===== config.mk =====
export PLATFORM = sky130hd
export DESIGN_NAME = z80fi_insn_check_ld_ind_rr_a
export DESIGN_NICKNAME = d
export VERILOG_FILES = /design/src/rtl/z80fi_insn_check_ld_ind_rr_a.sv
export SDC_FILE = /design/constraint.sdc
export NUM_CORES = 1
export LEC_CHECK = 0
export CORE_ASPECT_RATIO = 1.75
export CORE_UTILIZATION = 38
export DETAILED_ROUTE_END_ITERATION = 8
export GPL_TIMING_DRIVEN = 0
export PLACE_DENSITY = 0.76
export SKIP_CTS_REPAIR_TIMING = 1
export SLEW_MARGIN = 20
export SYNTH_ARGS = -nofsm -noshare
export SYNTH_HDL_FRONTEND = slang
export SYNTH_SLANG_ARGS = --single-unit

===== constraint.sdc =====
create_clock -name clk -period 3.1 [get_ports clk]
set_input_delay 0.62 -clock clk [delete_from_list [all_inputs] [get_ports clk]]
set_output_delay 0.62 -clock clk [all_outputs]
set_load 0.03 [all_outputs]

===== src/rtl/z80fi_insn_check_ld_ind_rr_a.sv =====
// ---------------------------------------------------------------------------
// z80fi_insn_check_ld_ind_rr_a
//
// Purpose:
//   Formal-interface style checker for the Z80 "LD (rr),A" instructions:
//     0x02 LD (BC),A   sel 0
//     0x12 LD (DE),A   sel 1
//     0x77 LD (HL),A   sel 2  (only when NUM_PTR == 3)
//   Each retired instruction is checked in a 2-stage pipeline. Stage 1
//   captures the expected write (pointer / accumulator / PC+1) next to the
//   actual write. Stage 2 compares them and produces a one-cycle result.
//   A sticky failure flag is held until chk_clear or reset.
//
// Configuration:
//   Z80FI_CHECK_STATS_EN - when defined, saturating pass/fail counters are
//                          built; otherwise pass_count/fail_count are 0.
//
// Ports:
//   clk, reset        clock, synchronous active-high reset
//   z80fi_valid       retired-instruction strobe
//   z80fi_insn        instruction bytes, opcode in [7:0]
//   z80fi_insn_len    instruction length in bytes
//   z80fi_pc_rdata    PC before execution
//   z80fi_pc_wdata    PC after execution
//   z80fi_ptr_rdata   selected pointer register value
//   z80fi_a_rdata     accumulator before execution
//   z80fi_mem_wr/waddr/wdata  actual memory write
//   chk_clear         clears sticky failure and counters
//   chk_valid         one-cycle check result strobe
//   chk_pass          check passed (0 when chk_valid is 0)
//   chk_fail          sticky failure flag
//   chk_ptr_sel       pointer select of the reported check
//   pass_count/fail_count  saturating statistics counters
// ---------------------------------------------------------------------------
module z80fi_insn_check_ld_ind_rr_a #(
    parameter int NUM_PTR = 2,
    parameter int ADDR_W  = 16,
    parameter int CNT_W   = 16
) (
    input  logic              clk,
    input  logic              reset,
    input  logic              z80fi_valid,
    input  logic [31:0]       z80fi_insn,
    input  logic [2:0]        z80fi_insn_len,
    input  logic [ADDR_W-1:0] z80fi_pc_rdata,
    input  logic [ADDR_W-1:0] z80fi_pc_wdata,
    input  logic [ADDR_W-1:0] z80fi_ptr_rdata,
    input  logic [7:0]        z80fi_a_rdata,
    input  logic              z80fi_mem_wr,
    input  logic [ADDR_W-1:0] z80fi_mem_waddr,
    input  logic [7:0]        z80fi_mem_wdata,
    input  logic              chk_clear,
    output logic              chk_valid,
    output logic              chk_pass,
    output logic              chk_fail,
    output logic [1:0]        chk_ptr_sel,
    output logic [CNT_W-1:0]  pass_count,
    output logic [CNT_W-1:0]  fail_count
);

    typedef enum logic {
        ST_RUN    = 1'b0,
        ST_FAILED = 1'b1
    } state_t;

    // Only the first opcode byte matters for these single-byte instructions.
    logic w_unused_insn;
    assign w_unused_insn = ^z80fi_insn[31:8];

    // ---------------- decode ----------------
    logic       w_hit;
    logic [1:0] w_sel;

    always_comb begin
        w_hit = 1'b0;
        w_sel = 2'd0;
        if (z80fi_valid && (z80fi_insn_len == 3'd1)) begin
            case (z80fi_insn[7:0])
                8'h02: begin
                    w_hit = 1'b1;
                    w_sel = 2'd0;
                end
                8'h12: begin
                    w_hit = 1'b1;
                    w_sel = 2'd1;
                end
                8'h77: begin
                    if (NUM_PTR == 3) begin
                        w_hit = 1'b1;
                        w_sel = 2'd2;
                    end
                end
                default: begin
                    w_hit = 1'b0;
                end
            endcase
        end
    end

    // ---------------- stage 1: capture expected and actual ----------------
    logic              r_s1_valid;
    logic [1:0]        r_s1_sel;
    logic [ADDR_W-1:0] r_s1_exp_addr;
    logic [7:0]        r_s1_exp_data;
    logic [ADDR_W-1:0] r_s1_exp_pc;
    logic              r_s1_mem_wr;
    logic [ADDR_W-1:0] r_s1_waddr;
    logic [7:0]        r_s1_wdata;
    logic [ADDR_W-1:0] r_s1_pc;

    // Payload registers need no reset; r_s1_valid qualifies them.
    always_ff @(posedge clk) begin
        if (w_hit) begin
            r_s1_sel      <= w_sel;
            r_s1_exp_addr <= z80fi_ptr_rdata;
            r_s1_exp_data <= z80fi_a_rdata;
            // Truncation to ADDR_W gives the modulo wrap of PC+1.
            r_s1_exp_pc   <= z80fi_pc_rdata + {{(ADDR_W-1){1'b0}}, 1'b1};
            r_s1_mem_wr   <= z80fi_mem_wr;
            r_s1_waddr    <= z80fi_mem_waddr;
            r_s1_wdata    <= z80fi_mem_wdata;
            r_s1_pc       <= z80fi_pc_wdata;
        end
    end

    // ---------------- stage 2: compare ----------------
    logic w_match;
    assign w_match = r_s1_mem_wr
                  && (r_s1_waddr == r_s1_exp_addr)
                  && (r_s1_wdata == r_s1_exp_data)
                  && (r_s1_pc    == r_s1_exp_pc);

    always_ff @(posedge clk) begin
        if (reset) begin
            r_s1_valid  <= 1'b0;
            chk_valid   <= 1'b0;
            chk_pass    <= 1'b0;
            chk_ptr_sel <= 2'd0;
        end else begin
            r_s1_valid <= w_hit;
            chk_valid  <= r_s1_valid;
            chk_pass   <= r_s1_valid && w_match;
            if (r_s1_valid) begin
                chk_ptr_sel <= r_s1_sel;
            end
        end
    end

    // ---------------- sticky failure FSM ----------------
    state_t r_state;

    // chk_clear wins over a same-cycle failing result, so that result is
    // reported on chk_valid/chk_pass but never latched.
    always_ff @(posedge clk) begin
        if (reset) begin
            r_state <= ST_RUN;
        end else begin
            case (r_state)
                ST_RUN: begin
                    if (!chk_clear && chk_valid && !chk_pass) begin
                        r_state <= ST_FAILED;
                    end
                end
                ST_FAILED: begin
                    if (chk_clear) begin
                        r_state <= ST_RUN;
                    end
                end
                default: r_state <= ST_RUN;
            endcase
        end
    end

    assign chk_fail = (r_state == ST_FAILED);

    // ---------------- statistics ----------------
`ifdef Z80FI_CHECK_STATS_EN
    logic [CNT_W-1:0] r_pass_count;
    logic [CNT_W-1:0] r_fail_count;

    always_ff @(posedge clk) begin
        if (reset || chk_clear) begin
            r_pass_count <= '0;
            r_fail_count <= '0;
        end else if (chk_valid) begin
            if (chk_pass) begin
                if (r_pass_count != '1) begin
                    r_pass_count <= r_pass_count + {{(CNT_W-1){1'b0}}, 1'b1};
                end
            end else begin
                if (r_fail_count != '1) begin
                    r_fail_count <= r_fail_count + {{(CNT_W-1){1'b0}}, 1'b1};
                end
            end
        end
    end

    assign pass_count = r_pass_count;
    assign fail_count = r_fail_count;
`else
    assign pass_count = '0;
    assign fail_count = '0;
`endif

endmodule


# ---- After elaboration in Yosys (flattened, before gate mapping)
# Index checks and enable logic that the tools add are counted.
dict set report word_totals {
  ff_bits 89
  in_bits 120
  output_inout_bits 37
}
dict set report op_classes {
  add_sub_neg 1
  n_eq_ne 6
  n_mux 6
  bitwise 1
  reduce_logical 10
}
# op count
set ops {}
lappend ops {{== test 16 bit} 2}
lappend ops {{adder 16 x 1 -> 16 bit, second input constant} 1}
lappend ops {{== test 8 x 2 -> 1 bit, second input constant} 1}
lappend ops {{== test 8 x 5 -> 1 bit, second input constant} 1}
lappend ops {{== test 8 bit} 1}
lappend ops {{logical AND 1 bit} 7}
lappend ops {{two-way mux 1 bit} 5}
lappend ops {{== test 3 x 1 -> 1 bit, second input constant} 1}
lappend ops {{logical NOT 1 bit} 2}
lappend ops {{one-hot mux 1 bit (2 select lines)} 1}
lappend ops {{OR reduction 2 bit} 1}
lappend ops {{inverter 1 bit} 1}

# ---- Longest topological paths before layout
dict set report depth {
  ltp_word 5
  ltp_mapped 5
  depth_no_buf 5
}

# ---- Worst setup path before layout
# Ideal clock, no wire load.
dict set report synth_path {
  kind {in2reg}
  startpoint {input z80fi_insn[0]}
  endpoint {register r_s1_exp_addr[0] (enable)}
  setup_time_ns 0.436
  t_arrival_ns 2.638
  t_required_ns 2.664
  slack_ns 0.026
  cell_stages 3
  path_buffers 0
  path_cell_list {nor4b_1 > nand3_1 > inv_1}
}
dict set report synth_between {
  elab_chain_len 4
  word_cells_on_any_way 5
}
# element line
set synth_lines {}
lappend synth_lines {{start, declared} 43} ;# input logic [31:0] z80fi_insn,
lappend synth_lines {{== test 8 x 5 -> 1 bit or == test 8 x 2 -> 1 bit (tied branches)} 78} ;# case (z80fi_insn[7:0])
lappend synth_lines {{OR reduction 2 bit (no line) (*)} n/a}
lappend synth_lines {{two-way mux 1 bit (*)} 78}
lappend synth_lines {{two-way mux 1 bit (*)} 77} ;# if (z80fi_valid && (z80fi_insn_len == 3'd1)) begin
lappend synth_lines {{named net w_hit} 71} ;# logic w_hit;
lappend synth_lines {{end signal, assigned} 115} ;# r_s1_exp_addr <= z80fi_ptr_rdata;
lappend synth_lines {{end, declared} 103} ;# logic [ADDR_W-1:0] r_s1_exp_addr;
# Mark *: on every way through the listed nets, which the timed path passes. The rest lies on a longest branch.
# A chain may end at the register's enable or synchronous reset.

# ---- Worst setup path in the final report
dict set report layout_path {
  startpoint {input z80fi_insn[1]}
  endpoint {register r_s1_exp_addr[1] (enable)}
}
# The elaborated chain is that of the path after synthesis.

==> results_dict.tcl <==
set metrics [dict create \
    ys_seq_elements 87 \
    setup_viol 0 \
    port_buffers 99 \
    finalHoldViolCount 0 \
    final_nets 491 \
    syn2layout_area_growth_pct 43.3 \
    fin_util_pct 56.6 \
    crit_required_ns 3.11 \
    synth.cell_area_mm2 0.00361 \
    status "complete, no violations" \
    yosys_warnings 0 \
    die_h_um 131 \
    crit_chain "clkdlybuf4s50_1 > nor4bb_1 > nand3_1 > inv_4 > buf_12" \
    syn_inst 227 \
    max_clock_freq_mhz 445 \
    dpl.hpwl_um 5040 \
    path_class "input port to flop" \
    cts_sinks 87 \
    post-place-ws_ns 0.499 \
    p_per_area_mw_per_mm2 488 \
    rsz0062_at_grt "false" \
    antenna_found_initial 0 \
    grtUsageTotal_pct 13.5 \
    vias 2113 \
    ys_types 27 \
    root_buffer "clkbuf_16" \
    path_max_fanout 46 \
    fin_ws_ns 0.851 \
    ant_nets 0 \
    initial_core_util_pct 39.5 \
    critPathTopFamily "buffers and inverters" \
    fin_crit_ns 2.25 \
    rows 46 \
    leakage_nw 1.89 \
    drt-total-wl_um 6280 \
    critPathMaxStageDelay_ns 0.44 \
    fin_tns_setup_ns 0 \
    postSynthAreaPerCell_um2 15.9 \
    gp_congestion 0.752 \
    dr.pass1.iters 3 \
    grt_max_degree 47 \
    pin_count 157 \
    drive_gt1_share_pct 13.6 \
    cp.buffers_inverters 3 \
    dp.cells 479 \
    cp-end-kind "flop" \
    layout_common_cells "99 x clkdlybuf4s50_1, 82 x edfxtp_1, 43 x xor2_1" \
    numCtsBuffers 9 \
    clkTransAtPathRegs_ns 0.05 \
    clk_latency_ns 0.33 \
    grt-ovfl-total 0 \
    die_area_mm2 0.00992 \
    slew_viol_final 0 \
    core_area_mm2 0.00915 \
    fin_crit_sh_pct 72.5 \
    final_common_cell "clkdlybuf4s50_1" \
    critical_path.slowest_cell "clkdlybuf4s50_1" \
    grt_pass1_wl_um 9120 \
    grt_pass1_vias 2050 \
    synth-seq-area-share_pct 70.9 \
    clock_skew_ns 0.00664 \
    worstHoldPathType "flop to flop" \
    post_drt_wl_per_cell_um 12.7 \
    via_per_inst 4.27 \
    drcViolationCount 0 \
    die_w_um 75.7 \
    max-vdd-ir-drop_v 0.000323 \
    drtIter0Drc 92 \
    critPathArrivalTime_ns 2.26 \
    max_cap_violations 0 \
    diodes 0 \
    finalNonFillerCells 495 \
    htree_levels 3 \
    crit_path_start_kind "input port" \
    cts_tree "done" \
    clockBufferDepth 2 \
]
==> per-layer routing <==
layer | routed length [um] | track usage [%] | vias up
li1 | - | - | 1035
met1 | 1940 | 11.3 | 984
met2 | 3800 | 26.1 | 82
met3 | 356 | 4.29 | 12
met4 | 184 | 7.84 | 0
met5 | 0 | 0 | -
==> cells in the mapped netlist <==
cell / instances / share of area, %
nor4b_1: 1 / 0.24
nor2b_1: 1 / 0.17
xor2_1: 43 / 10
nor3b_1: 1 / 0.21
nor4bb_1: 1 / 0.28
nand4_4: 1 / 0.59
dfxtp_1: 5 / 2.8
inv_1: 4 / 0.42
nand3_2: 1 / 0.28
conb_1: 1 / 0.10
or2_2: 1 / 0.17
and3_1: 1 / 0.17
a21oi_1: 1 / 0.14
edfxtp_1: 82 / 68
nor3_1: 3 / 0.42
mux2i_1: 1 / 0.28
ha_1: 1 / 0.35
nand4_1: 3 / 0.52
nand3_1: 7 / 0.97
xnor2_1: 11 / 2.7
nor4_4: 1 / 0.59
nor4_1: 10 / 1.7
nor2_1: 4 / 0.42
buf_4: 33 / 6.9
and2_1: 1 / 0.17
nand2_1: 7 / 0.73
and4_1: 1 / 0.24
==> through the flow <==
| step | power [mW] | area, um^2 | hold slack (ns) |
|---|---|---|---|
| after floorplan | 1.41 | 3730 | 0.456 |
| after global placement | 1.54 | 4880 | 0.470 |
| after detailed placement | 1.55 | 4900 | 0.490 |
| after CTS | 2.56 | 5180 | 0.504 |
| after global routing | 2.61 | 5180 | 0.522 |
| final | 2.53 | 5180 | 0.492 |
==> kinds of logic after synthesis <==
| group | Yosys count | share of synthesized area (%) |
|---|---|---|
| compound gates | 1 | 0.138 |
| simple gates | 45 | 7.89 |
| fa+ha+maj | 1 | 0.346 |
| flops | 87 | 70.9 |
| other cells | 1 | 0.104 |
| buf+inv | 37 | 7.27 |
| mux | 1 | 0.277 |
| xor+xnor | 54 | 13.1 |
==> flip-flops by register name, indices dropped and copies added (netlist names) <==
register	count
r_s1_exp_data	8
r_s1_valid	1
chk_ptr_sel	1
r_s1_sel	1
chk_pass	1
chk_fail	1
r_s1_pc	16
r_s1_exp_pc	16
r_s1_waddr	16
r_s1_exp_addr	16
r_s1_mem_wr	1
r_s1_wdata	8
chk_valid	1
==> path summary, 6_finish.rpt <==
kind	slack, ns	cells past startpoint	from	to
worst max-delay path	0.85	5	z80fi_insn[1]	r_s1_exp_addr[1]$_DFFE_PP_
worst max register to register	1.68	4	r_s1_exp_pc[8]$_DFFE_PP_	chk_pass$_SDFF_PP0_
worst min register to register	0.49	2	r_s1_sel[0]$_SDFFCE_PN0P_	chk_ptr_sel[0]$_SDFFE_PP0P_
worst min-delay path	0.49	2	r_s1_sel[0]$_SDFFCE_PN0P_	chk_ptr_sel[0]$_SDFFE_PP0P_
==> report_power, final <==
| part | switching, mW | internal, mW | leakage [nW] |
|---|---|---|---|
| clock network | 0.387 | 0.620 | 0.134 |
| logic | 0.0949 | 0.143 | 0.986 |
| registers | 0.000272 | 1.28 | 0.775 |
| total | 0.482 | 2.05 | 1.89 |
==> worst reg2reg max path: cells and delay by family, from the launching register on <==
| kind | cells | cell delay (ns) |
|---|---|---|
| xor gates and xnor gates | 1 | 0.17 |
| DFF | 1 | 0.38 |
| and+or+nand+nor | 3 | 0.78 |
==> area by class of cell <==
class                      count  area [um^2]
fill                         761         3970
sequential                    87         2560
timing repair buffer         100         1010
multi-input combinational    135          910
buffer                        33          248
clock buffer                  12          236
tap                          120          150
clock inverter                 4         46.3
inverter                       4         17.5
(Power assumes the default switching activity.)
